## config.mk

```make
export PLATFORM = sky130hd
export DESIGN_NAME = jam_cost_server
export DESIGN_NICKNAME = d
export VERILOG_FILES = /design/src/rtl/jam_cost_server.sv
export SDC_FILE = /design/constraint.sdc
export NUM_CORES = 1
export LEC_CHECK = 0
export BUFFER_PORTS_ARGS = -buffer_cell sky130_fd_sc_hd__buf_4
export CORE_ASPECT_RATIO = 0.9
export CORE_MARGIN = 2
export CORE_UTILIZATION = 45
export CTS_BUF_LIST = sky130_fd_sc_hd__clkbuf_4 sky130_fd_sc_hd__clkbuf_8 sky130_fd_sc_hd__clkbuf_16
export DETAILED_ROUTE_END_ITERATION = 16
export GPL_ROUTABILITY_DRIVEN = 0
export GPL_TIMING_DRIVEN = 1
export PLACE_DENSITY = 0.7
export SLEW_MARGIN = 20
export SYNTH_ARGS = -nofsm -noshare
export SYNTH_HDL_FRONTEND = slang
export SYNTH_SLANG_ARGS = --single-unit
```

## constraint.sdc

```tcl
create_clock -name CLK -period 3.5 [get_ports CLK]
set_input_delay 0.525 -clock CLK [delete_from_list [all_inputs] [get_ports CLK]]
set_output_delay 0.525 -clock CLK [all_outputs]
set_load 0.02 [all_outputs]
```

## src/rtl/jam_cost_server.sv

```systemverilog
// Cost-matrix responder for the job-assignment engine: loads an N x N matrix
// over a valid/ready stream, serves Cost combinationally, and latches the result.
module jam_cost_server #(
  parameter int N  = 8,
  parameter int CW = 7,
  parameter int RW = 10
) (
  input  logic                 CLK,
  input  logic                 RST,
  input  logic                 clear,
  input  logic                 in_valid,
  output logic                 in_ready,
  input  logic [CW-1:0]        in_data,
  input  logic [$clog2(N)-1:0] W,
  input  logic [$clog2(N)-1:0] J,
  output logic [CW-1:0]        Cost,
  input  logic                 Valid,
  input  logic [RW-1:0]        MinCost,
  input  logic [3:0]           MatchCount,
  output logic                 table_ready,
  output logic [RW-1:0]        res_cost,
  output logic [3:0]           res_count,
  output logic                 done,
  output logic                 err
);

  localparam int AW = $clog2(N);
  localparam int PW = 2 * AW;

  typedef enum logic [1:0] {LOAD, SERVE, DONE} state_t;

  state_t          state, state_next;
  logic [PW-1:0]   wr_ptr;
  logic [CW-1:0]   mem [N*N];
  logic            capture;
  logic            wr_en;

  assign wr_en       = (state == LOAD) && in_valid;
  assign in_ready    = (state == LOAD);
  assign table_ready = (state != LOAD);

  always_ff @(posedge CLK or posedge RST) begin
    if (RST) state <= LOAD;
    else     state <= state_next;
  end

  always_comb begin
    state_next = state;
    capture    = 1'b0;
    case (state)
      LOAD:  if (wr_en && (wr_ptr == '1)) state_next = SERVE;
      SERVE: begin
        if (clear) state_next = LOAD;
        else if (Valid) begin
          capture    = 1'b1;
          state_next = DONE;
        end
      end
      DONE:    if (clear) state_next = LOAD;
      default: state_next = LOAD;
    endcase
  end

  // Pointer wraps naturally to 0 on the last beat; clear re-zeroes it regardless.
  always_ff @(posedge CLK or posedge RST) begin
    if (RST)                             wr_ptr <= '0;
    else if (wr_en)                      wr_ptr <= wr_ptr + 1'b1;
    else if (clear && (state != LOAD))   wr_ptr <= '0;
  end

  // Matrix storage is intentionally unreset; contents are meaningless until loaded.
  always_ff @(posedge CLK) begin
    if (wr_en) mem[wr_ptr] <= in_data;
  end

  // N is a power of two, so {W,J} is the row-major index W*N+J.
  always_comb begin
    Cost = '0;
    if (state != LOAD) Cost = mem[{W, J}];
  end

  always_ff @(posedge CLK or posedge RST) begin
    if (RST) begin
      res_cost  <= '0;
      res_count <= '0;
      done      <= 1'b0;
      err       <= 1'b0;
    end else begin
      done <= capture;
      if (capture) begin
        res_cost  <= MinCost;
        res_count <= MatchCount;
      end
      if (((state == LOAD) && Valid) || ((state != LOAD) && in_valid))
        err <= 1'b1;
    end
  end

endmodule
```

# Yosys cells after proc, flatten, opt, wreduce, memory -nomap -nowiden
# Memories as Yosys holds them, arrays and structs flattened.
# Index checks and enable logic that the tools add are counted.
op_classes:
  n_eq_ne: 6
  n_reduce_logical: 10
  addsub: 1
  muxes: 13
ops:
  columns: ["operator", "count"]
  rows:
  - ["6-bit 2-to-1 mux", 2]
  - ["2-bit 2-to-1 mux", 4]
  - ["7-bit 2-to-1 mux", 1]
  - ["6-bit by 1-bit adder with 6-bit output, second input constant", 1]
  - ["6-bit equality test, second input constant", 1]
  - ["2-bit one-hot mux with 3 select lines", 1]
  - ["1-bit logical AND", 5]
  - ["1-bit 2-to-1 mux", 5]
  - ["2-bit nonzero test", 2]
  - ["3-bit != test, second input constant", 1]
  - ["3-bit AND reduction", 1]
  - ["2-bit by 1-bit equality test with 1-bit output, second input constant", 1]
  - ["2-bit equality test, second input constant", 1]
  - ["2-bit logical NOT", 1]
  - ["2-bit by 1-bit != test with 1-bit output, second input constant", 1]
  - ["2-bit != test, second input constant", 1]
  - ["1-bit logical OR", 1]
word_totals:
  ff_bits: 24
  n_memories: 1
  ramBits: 448
  wordCells: 37
  input_bits: 32
memory_table:
  columns: ["name", "words", "width", "rd", "rd_clocked_by_memory_dff", "write_ports", "line", "rtl"]
  rows:
  - ["mem", 64, 7, 1, 0, 1, "34", "logic [CW-1:0] mem [N*N];"]

# Depth between registers and ports, before layout
logic_depth:
  ltp_word: 5
  depth_mapped: 9
  mapped_depth_nobuf: 6

# Worst setup path after synthesis
# Ideal clock, no wire load.
synth_timing:
  path_kind: "register -> register"
  start: "register state[0]"
  end: "memory mem[48][0] (enable)"
  stages_incl_launch_ff: 8
  arrival_time_ps: 2435
  slack_ps: 675
  setup_ps: 390
  path_cell_list: "dfrtp_1 > nor2_1 > and2_1 > buf_2 > nand3_1 > or2_2 > clkbuf_1 > nor4_1"
synth_between:
  elab_chain_cells: 4
synth_lines:
  columns: ["item", "line", "rtl"]
  rows:
  - ["from (decl)", "32", "state_t state, state_next;"]
  - ["from (signal assigned)", "44", "else state <= state_next;"]
  - ["2-bit logical NOT", null, null]
  - ["named net in_ready", "12", "output logic in_ready,"]
  - ["1-bit logical AND", "38", "assign wr_en = (state == LOAD) && in_valid;"]
  - ["1-bit 2-to-1 mux", "73", "if (wr_en) mem[wr_ptr] <= in_data;"]
  - ["1-bit 2-to-1 mux (not written as such)", "73", null]
  - ["to (decl)", "34", null]
# The timed path passes the listed nets, and every way through them passes these cells.

# Worst setup path after layout
layout_timing:
  start: "input J[0]"
  end: "output Cost[6]"
layout_between:
  elab_chain_cells: 2
layout_lines:
  columns: ["item", "line", "rtl"]
  rows:
  - ["from (decl)", "15", "input logic [$clog2(N)-1:0] J,"]
  - ["memory 64 x 7 bit", null, null]
  - ["7-bit 2-to-1 mux", "79", "if (state != LOAD) Cost = mem[{W, J}];"]
  - ["to (decl)", "16", "output logic [CW-1:0] Cost,"]
# Every way passes these cells.

==> impl_results.md <==
* DRC at 0
* Clock tree from TritonCTS: yes
* Net total in the final layout at 1044
* Maximum number of pins on one net before global-route repair at 65
* Commonest register cell after synthesis: sky130_fd_sc_hd__edfxtp_1
* Synthesis Warnings at 0
* H-tree lvl count at 2
* Die extent in y at 196.8 um
* Most common cell after layout, fill and taps aside: sky130_fd_sc_hd__edfxtp_1
* Placed cell count at 1502
* Worst hold slack across all endpoints at 0.08702 ns
* Worst hold-check path type: in -> async
* First drt pass iteration count at 5
* RSZ-0062 raised after global routing: no
* Worst-Skew Late Latency at 0.55 ns
* Die ar. at 0.04294 mm2
* Slew Limit Headroom at 0.3532
* GRT overflow at 0
* Total power density per cell area at 569.2 mW/mm2
* Yosys top cell by area: sky130_fd_sc_hd__edfxtp_1
* Most frequent cells in the layout: 448 x sky130_fd_sc_hd__edfxtp_1, 105 x sky130_fd_sc_hd__mux4_2, 105 x sky130_fd_sc_hd__buf_4, 67 x sky130_fd_sc_hd__nor2_1, 48 x sky130_fd_sc_hd__clkbuf_16
* Max Cap Violations at 0
* Yosys cell types at 48
* Vias in the first global route at 9259
* Post-Syn Area at 0.01858 mm2
* Final count of hold timing violations at 0
* Diode count at 0
* Synth top area share at 0.7239
* Drt first-iter violations at 926
* Outcome: finished, final reports clean
* Sequential-to-total area share from yosys stat at 0.7563
* Cell with the biggest individual delay on the critical path: sky130_fd_sc_hd__mux4_2
* Synthesized Nets at 933
* Clock transition at the registers of the reported paths at 0.06 ns
* Clock Tree Root: sky130_fd_sc_hd__clkbuf_16
* Endpoint class of the critical path: primary output
* Arrival time at the worst endpoint at 2.75 ns
* Final std cells w/o fill at 1589
* Slew at the pin closest to its max-slew limit at 0.9643 ns
* Total setup violations reported at the end of the flow at 0
* Vias per cell at 5.721
* Inserted Clock Buffers at 47
* Pwr Total at 12.12 mW
* Filler cell count at 3162
* Largest incremental delay on the critical path at 0.52 ns
* Final Slew Violations at 0
* Count of state elements after synthesis at 472
* Buffers inserted by post-CTS timing repair at 0
* Max Clock Skew at 0.01465 ns
* Top-level port count at 57
* FFs w/ async S/R, synth at 0.05085
* Critical Setup Path Class: in -> out
* VDD IR-drop max at 0.4424 mV
* Average instance area after synthesis at 20.65 um2
* Floorplan row count at 70
* Final ANT Viol Nets at 0
* Average routed wire per standard cell at 24.82 um
* Number of standard cells after synthesis at 900
* Chip Width at 218.2 um
* Count of hold-fix buffers inserted at cts at 0
* Initial antenna violation count at 0
* Cell chain of the critical path: buf_6, buf_12, mux4_2, o21ai_0, a21oi_1, o31ai_1, buf_4, o41ai_1, buf_4
* Fraction of the cycle the final worst path needs at 0.9351
* Worst-case clock buffer depth at 3
* Core area at 0.04073 mm2
* Largest fanout on the critical path at 22
* Leading post-synthesis cells by cell area: sky130_fd_sc_hd__edfxtp_1 72%, sky130_fd_sc_hd__mux4_2 13%, sky130_fd_sc_hd__dfrtp_1 3.2%, sky130_fd_sc_hd__mux2i_1 1.5%, sky130_fd_sc_hd__nor2_1 1.4%
* Worst path most repeated cell: sky130_fd_sc_hd__buf_4
* Number of resized instances in the post-cts repair step at 0
* Effective utilization at floorplan at 0.4563
* Total wirelength of the detailed-routed design at 39.44 mm
* CP startpoint kind: input pin
* # clock sinks at 472
* Reported leakage power at 7.004 nW
* GRT Overall Usage at 0.1885
* Share of cells above drive strength 1 at 0.2965
* Global-route wire length before repair at 59.87 mm
* Summed negative setup slack over all endpoints at 0 ns
* Maximum operating frequency at 0.3056 GHz
* Minimum period implied by the final worst setup slack at 3.273 ns
* Area growth from synthesis to final layout at 14.60%
* Sum of net half-perimeters after detailed placement at 24.64 mm
* Required time reported for the critical path endpoint at 2.97 ns
* Total vias in the final route at 9090
* Count of input and output buffers at 56
* EDFF count, synth at 448
[cells by family (layout without fill, tap and decap cells)]
logic type | count (synthesis) | count (layout) | share of synthesized area
and+or+nand+nor | 155 | 155 | 0.03912
xor gates and xnor gates | 1 | 1 | 0.0004714
buffers and inverters | 54 | 203 | 0.01899
DFF | 472 | 472 | 0.7563
adders and majority gates | 1 | 1 | 0.0006732
AOI/OAI and AO/OA | 63 | 63 | 0.02289
muxes | 154 | 154 | 0.1616
[Yosys cell counts (8+ instances only)]
master	count
sky130_fd_sc_hd__o21ai_0	12
sky130_fd_sc_hd__mux2i_1	27
sky130_fd_sc_hd__mux2_2	14
sky130_fd_sc_hd__clkbuf_1	13
sky130_fd_sc_hd__mux4_2	105
sky130_fd_sc_hd__mux4_1	8
sky130_fd_sc_hd__dfrtp_1	24
sky130_fd_sc_hd__nand3_1	11
sky130_fd_sc_hd__a21oi_1	8
sky130_fd_sc_hd__nand2_1	26
sky130_fd_sc_hd__buf_4	10
sky130_fd_sc_hd__nor3_1	11
sky130_fd_sc_hd__nand2b_1	8
sky130_fd_sc_hd__buf_2	11
sky130_fd_sc_hd__o22ai_1	11
sky130_fd_sc_hd__buf_6	11
sky130_fd_sc_hd__nor2_1	68
sky130_fd_sc_hd__edfxtp_1	448
sky130_fd_sc_hd__nor2b_1	10
[worst paths after layout]
| check | start | end | slack [ns] | cells past startpoint |
|---|---|---|---|---|
| min in group CLK | clear | state[1]$_DFFE_PP0P_ | 0.20 | 2 |
| min | RST | done$_DFF_PP0_ | 0.09 | 2 |
| max in group asynchronous | RST | state[1]$_DFFE_PP0P_ | 2.97 | 2 |
| max | J[0] | Cost[6] | 0.23 | 9 |
| min reg2reg | err$_DFFE_PP0P_ | err$_DFFE_PP0P_ | 0.48 | 1 |
| max reg2reg | state[0]$_DFFE_PP0P_ | mem[38][1]$_DFFE_PP_ | 0.28 | 5 |
[through the flow]
step	area, um2	utilization	setup slack, ns
after global routing	21300	0.5229	0.1254
after global placement	19820	0.4868	-0.1161
final	21300	0.5229	0.2273
after floorplan	18580	-	0.6753
after detailed placement	19830	0.4868	0.1648
after CTS	21290	0.5229	0.1602
[report_power, final]
part / leakage (nW) / total (mW) / internal (mW) / switching (mW)
logic: 1.91 / 0.889 / 0.320 / 0.569
clock network: 0.740 / 4.74 / 2.73 / 2.01
registers: 4.35 / 6.49 / 6.37 / 0.126
[per-layer routing]
layer  track usage  part of all wire  up-vias
met5             0                 0        -
met1        0.2713              0.42     4745
met4       0.05568             0.026        0
li1              -                 -     3935
met2        0.2990              0.48      337
met3       0.03148             0.070       73
[cell type report]
cell class                 count  area [um2]  share of cell area
inverter                       5       18.77           0.0008813
timing repair buffer         111       899.6             0.04224
clock inverter                23       147.6            0.006933
sequential                   472       14050              0.6599
tap                          540       675.6             0.03173
multi-input combinational    374        4180              0.1963
clock buffer                  64        1321             0.06204
[registers in the layout, summed over array words and instances (netlist names)]
name and flops:
res_cost 10, done 1, res_count 4, state 2
err 1, wr_ptr 6, mem 448
[critical path, delay by kind of cell]
kind | cells | cell delay (ns)
compound gates | 4 | 0.89
buf+inv | 4 | 0.78
mux | 1 | 0.52
(Power assumes the default switching activity.)
